$ cat config.mk
export PLATFORM = sky130hd
export DESIGN_NAME = muldiv_unit
export DESIGN_NICKNAME = d
export VERILOG_FILES = /design/src/rtl/muldiv_pkg.sv /design/src/rtl/muldiv_unit.sv
export SDC_FILE = /design/constraint.sdc
export NUM_CORES = 1
export LEC_CHECK = 0
export CORE_ASPECT_RATIO = 0.5
export CORE_MARGIN = 2
export CORE_UTILIZATION = 50
export CTS_CLUSTER_DIAMETER = 120
export DETAILED_ROUTE_END_ITERATION = 10
export PLACE_DENSITY_LB_ADDON = 0.2
export SYNTH_ARGS = -nofsm -noshare
export SYNTH_HDL_FRONTEND = slang
export SYNTH_SLANG_ARGS = --single-unit
$ cat constraint.sdc
create_clock -name clk -period 11.2 [get_ports clk]
set_clock_uncertainty 0.2 [all_clocks]
set_input_delay 2.24 -clock clk [delete_from_list [all_inputs] [get_ports clk]]
set_output_delay 2.24 -clock clk [all_outputs]
set_load 0.02 [all_outputs]
$ cat src/rtl/muldiv_pkg.sv
// muldiv_pkg: shared definitions for the iterative RV32M multiply/divide unit.
//   muldiv_op_e - MulDivOp encodings (RV32M funct3)
//   state_e     - FSM states of muldiv_unit
//   ITERATIONS  - number of shift-add / restoring-divide iterations
package muldiv_pkg;

  localparam int unsigned ITERATIONS = 32;

  typedef enum logic [2:0] {
    OP_MUL    = 3'b000,
    OP_MULH   = 3'b001,
    OP_MULHSU = 3'b010,
    OP_MULHU  = 3'b011,
    OP_DIV    = 3'b100,
    OP_DIVU   = 3'b101,
    OP_REM    = 3'b110,
    OP_REMU   = 3'b111
  } muldiv_op_e;

  typedef enum logic [1:0] {
    S_IDLE = 2'd0,
    S_CALC = 2'd1,
    S_FIX  = 2'd2,
    S_DONE = 2'd3
  } state_e;

endpackage

$ cat src/rtl/muldiv_unit.sv
// muldiv_unit: iterative RV32M multiply/divide, fixed 34-cycle latency.
// Multiply is shift-add and divide is restoring division, both on operand
// magnitudes; signs are applied in FIX. Both share one 2*XLEN accumulator.
// Ports:
//   clk      - clock, rising edge
//   reset    - synchronous active-high reset (highest priority)
//   start    - begin an operation, sampled only in IDLE
//   flush    - synchronous abort back to IDLE, Result preserved
//   MulDivOp - RV32M funct3 operation code
//   SrcA     - multiplicand / dividend
//   SrcB     - multiplier / divisor
//   busy     - high in CALC and FIX
//   done     - one-cycle pulse in DONE, Result valid
//   Result   - registered result of the last completed operation
module muldiv_unit
  import muldiv_pkg::*;
#(
  parameter int unsigned XLEN = 32
) (
  input  logic            clk,
  input  logic            reset,
  input  logic            start,
  input  logic            flush,
  input  logic [2:0]      MulDivOp,
  input  logic [XLEN-1:0] SrcA,
  input  logic [XLEN-1:0] SrcB,
  output logic            busy,
  output logic            done,
  output logic [XLEN-1:0] Result
);

  localparam logic [4:0] LAST_ITER = 5'(ITERATIONS - 1);

  state_e            state_q, state_d;
  logic [4:0]        cnt_q, cnt_d;
  logic [2*XLEN-1:0] acc_q, acc_d;
  logic [XLEN-1:0]   opb_q, opb_d;     // multiplicand or divisor magnitude
  muldiv_op_e        op_q, op_d;
  logic              neg_q, neg_d;     // negate product / quotient
  logic              negr_q, negr_d;   // negate remainder
  logic [XLEN-1:0]   result_q, result_d;

  // Operand decode at start
  muldiv_op_e      op_in;
  logic            a_signed, b_signed, sa, sb, in_div;
  logic [XLEN-1:0] mag_a, mag_b;

  always_comb begin
    op_in    = muldiv_op_e'(MulDivOp);
    in_div   = MulDivOp[2];
    a_signed = op_in inside {OP_MUL, OP_MULH, OP_MULHSU, OP_DIV, OP_REM};
    b_signed = op_in inside {OP_MUL, OP_MULH, OP_DIV, OP_REM};
    sa       = a_signed & SrcA[XLEN-1];
    sb       = b_signed & SrcB[XLEN-1];
    mag_a    = sa ? -SrcA : SrcA;
    mag_b    = sb ? -SrcB : SrcB;
  end

  // One iteration of each datapath
  logic [XLEN:0]     mul_sum;
  logic [2*XLEN-1:0] mul_next;
  logic [XLEN+1:0]   div_diff;
  logic [2*XLEN-1:0] div_next;

  always_comb begin
    // acc = {partial product high, remaining multiplier bits}
    mul_sum  = {1'b0, acc_q[2*XLEN-1:XLEN]} + (acc_q[0] ? {1'b0, opb_q} : '0);
    mul_next = {mul_sum, acc_q[XLEN-1:1]};
    // acc = {partial remainder, dividend bits shifting into quotient}
    div_diff = {1'b0, acc_q[2*XLEN-1:XLEN-1]} - {2'b00, opb_q};
    div_next = div_diff[XLEN+1] ? {acc_q[2*XLEN-2:0], 1'b0}
                                : {div_diff[XLEN-1:0], acc_q[XLEN-2:0], 1'b1};
  end

  // Sign correction
  logic [2*XLEN-1:0] prod;
  logic [XLEN-1:0]   quo, rem, fix_val;

  always_comb begin
    prod = neg_q  ? -acc_q : acc_q;
    quo  = neg_q  ? -acc_q[XLEN-1:0] : acc_q[XLEN-1:0];
    rem  = negr_q ? -acc_q[2*XLEN-1:XLEN] : acc_q[2*XLEN-1:XLEN];
    case (op_q)
      OP_MUL:                        fix_val = prod[XLEN-1:0];
      OP_MULH, OP_MULHSU, OP_MULHU:  fix_val = prod[2*XLEN-1:XLEN];
      OP_DIV, OP_DIVU:               fix_val = quo;
      default:                       fix_val = rem;
    endcase
  end

  always_comb begin
    state_d  = state_q;
    cnt_d    = cnt_q;
    acc_d    = acc_q;
    opb_d    = opb_q;
    op_d     = op_q;
    neg_d    = neg_q;
    negr_d   = negr_q;
    result_d = result_q;
    case (state_q)
      S_IDLE: begin
        if (start) begin
          state_d = S_CALC;
          cnt_d   = '0;
          op_d    = op_in;
          acc_d   = {{XLEN{1'b0}}, in_div ? mag_a : mag_b};
          opb_d   = in_div ? mag_b : mag_a;
          // Divide by zero leaves the all-ones quotient unsigned; the
          // remainder still takes the dividend's sign so REM returns SrcA.
          neg_d   = in_div ? ((sa ^ sb) & (SrcB != '0)) : (sa ^ sb);
          negr_d  = sa;
        end
      end
      S_CALC: begin
        acc_d = op_q[2] ? div_next : mul_next;
        cnt_d = cnt_q + 5'd1;
        if (cnt_q == LAST_ITER) state_d = S_FIX;
      end
      S_FIX: begin
        result_d = fix_val;
        state_d  = S_DONE;
      end
      default: state_d = S_IDLE;
    endcase
    if (flush) begin
      state_d  = S_IDLE;
      result_d = result_q;
    end
  end

  always_ff @(posedge clk) begin
    if (reset) begin
      state_q  <= S_IDLE;
      cnt_q    <= '0;
      acc_q    <= '0;
      opb_q    <= '0;
      op_q     <= OP_MUL;
      neg_q    <= 1'b0;
      negr_q   <= 1'b0;
      result_q <= '0;
    end else begin
      state_q  <= state_d;
      cnt_q    <= cnt_d;
      acc_q    <= acc_d;
      opb_q    <= opb_d;
      op_q     <= op_d;
      neg_q    <= neg_d;
      negr_q   <= negr_d;
      result_q <= result_d;
    end
  end

  assign busy   = (state_q == S_CALC) || (state_q == S_FIX);
  assign done   = (state_q == S_DONE);
  assign Result = result_q;

endmodule

==> flow_summary.ini <==
[place]
gp_congestion = 1.03
place_ws_ps = 5300
port_buffers = 104
hpwl_um = 36700
dp_cells = 2254

[timing]
setup_slack_ps = 5660
rsz0062_at_grt = false
period_minus_slack_ps = 5540
maxSlewViolCount = 0
relSlewSlack_pct = 22.4
setup_viol = 0
fin_crit_sh_pct = 49.5
fin_tns_setup_ps = 0
fmaxAchievable_mhz = 180
timing_hold_violations_final = 0
tightest_slew_ps = 1160

[floorplanning]
placementRows = 42
die_width_um = 238
dieArea_mm2 = 0.0288
dieHeight_um = 121
io_pins = 105
core-area_mm2 = 0.0267
initial_core_util_pct = 51.3

[yosys]
synth_edf_count = 0
yosys_most_used_dff = dfxtp_1
ys_warn_count = 0
synth_nets = 2066
ys_seq_elements = 140
synthArstFlopShare_pct = 0
netlist_instances = 1919
syn_area_mm2 = 0.0137
avgSynthCellArea_um2 = 7.14
synth_cell_types = 76
yosysSeqAreaShare_pct = 20.5

[critical_path]
criticalPathCategory = in -> reg
cp_cell_sequence = clkdlybuf4s50_1 > or4_1 > or4_1 > nor4_1 > nand4b_1 > o21ai_0 > xor2_1 > nor2_1 > a211oi_1 > a211oi_1
cpMaxStageDelayCell = nor4_1
required_ps = 11300
cp_max_fo = 5
cp.arrival_ps = 5640
slowest_delay_ps = 710
endpoint_kind = register
worstSetupStartpointType = input port
cp_num_buf_inv = 1
critPathTopFamily = simple AND/OR/NAND/NOR gates

[routing]
dr.first_iter.drc_count = 1657
firstDrtPassIters = 7
via_per_inst = 6.40
wl_um = 48800
drc = 0
wl_per_cell_um = 21.4
vias = 14620
ant_nets = 0

[power_and_ir_drop]
total_power_uw = 1680
power_density_mw_per_mm2 = 109
max-vdd-ir-drop_v = 0.000112
p_leak_uw = 0.00594

[global_routing]
grtUsageTotal_pct = 33.8
grt_pass1_wl_um = 74800
grt_pass1_vias = 12900
gr-total-overflow = 0
grt_max_degree = 99
antenna_found_initial = 0

[finish]
layout_common_cells = nor2_1 (239), nand2_1 (186), a21oi_1 (147)
num-nets-final = 2068
areaGrowthSynthToFinish_pct = 12.5
final_cells = 2286
final_common_cell = nor2_1
drive_above_1_share_pct = 4.96
fillerInstances = 2575
diodes = 0

[clock_tree]
clk_path_buf_depth = 2
clkSinkCount = 140
cts-root-buf = clkbuf_16
postCtsSetupBuffers = 0
cts_resized = 0
insertion_delay_ps = 460
htreeDepth = 4
clk_pin_slew_ps = 70
cts_hold_buf = 0
tritoncts = done
cts_buffers = 17

[min_path]
hold_path_class = reg -> reg

[outcome]
outcome = finished, final reports clean

[job]
max_cap_violations = 0
## worst register-to-register path, delay by kind of cell, from the launching register on
kind                       cells  cell delay, ps
AOI/OAI and AO/OA              5            2480
and+or+nand+nor                5            1130
DFF                            1             700
adders and majority gates      1             410
## cell families after synthesis
| group | after synthesis | synth area share (%) |
|---|---|---|
| buffers and inverters | 201 | 5.69 |
| AND/OR/NAND/NOR | 659 | 22.1 |
| AO/OA/AOI/OAI | 593 | 28.1 |
| adder cells (fa/ha/maj) | 76 | 7.05 |
| flip-flops | 140 | 20.5 |
| XOR/XNOR | 195 | 12.5 |
| multiplexers | 55 | 4.16 |
## per-stage QoR
stage          util (%)  instance area (um^2)  hold WS (ps)
6_report           57.7                 15400           262
2_1_floorplan         -                 13700           232
3_3_place_gp       55.4                 14800           240
5_1_grt            57.7                 15400           278
4_1_cts            57.7                 15400           259
3_5_place_dp       55.4                 14800           249
## cells in the mapped netlist (all sizes together), types with 12 or more instances
cell	instances	area, um^2
nand2	186	698
mux2	15	169
a22oi	18	135
o41ai	14	123
dfxtp	140	2800
nor3	68	340
o21ai	142	718
nand3	31	155
or3	15	93.8
or4	14	109
a211oi	74	556
o31ai	30	230
buf	18	92.6
a31oi	18	113
xor2	82	718
a221oi	12	105
a21o	27	203
inv	63	236
nor4	17	113
ha	74	926
clkbuf	118	443
nor2	242	911
xnor2	113	990
o211ai	13	97.6
nand2b	19	119
a21oi	148	741
mux2i	40	400
## flip-flops by register name, summed over array words and instances, names as in the netlist
name,count
Result,32
acc_q,64
cnt_q,5
neg_q,1
negr_q,1
op_q,3
opb_q,32
state_q,2
## layout make-up
type | count | area [um^2] | share of cell area (%)
Timing Repair Buffer | 119 | 1150 | 7.44
Inverter | 65 | 244 | 1.58
Clock inverter | 15 | 190 | 1.23
Clock buffer | 17 | 425 | 2.76
Multi-Input combinational cell | 1578 | 10200 | 65.9
Tap cell | 352 | 440 | 2.86
Sequential cell | 140 | 2810 | 18.2
## per-layer routing
layer  track usage (%)  share of wire (%)  routed length [um]  vias up
met5                 0                  0                   0        -
met1              49.7                 46               22500     6938
met4              7.50                1.6                 801        0
met3              8.92                 11                5340       71
li1                  -                  -                   -     6959
met2              48.9                 41               20200      652
## final timing paths
| path | from | end | slack (ps) | depth (start not counted) |
|---|---|---|---|---|
| worst min-delay path | opb_q[10] | opb_q[10] | 260 | 2 |
| worst max register to register | acc_q[46] | acc_q[58] | 6180 | 11 |
| worst max-delay path | SrcB[11] | opb_q[28] | 5660 | 10 |
| worst min register to register | opb_q[10] | opb_q[10] | 260 | 2 |
## power breakdown
group / switching [uW] / internal [uW] / leakage (uW)
Combinational: 319 / 190 / 0.00450
Sequential: 45.9 / 525 / 0.00114
Clock: 292 / 304 / 0.000296
Total: 657 / 1020 / 0.00594
Power figures use the tool's default switching activity.
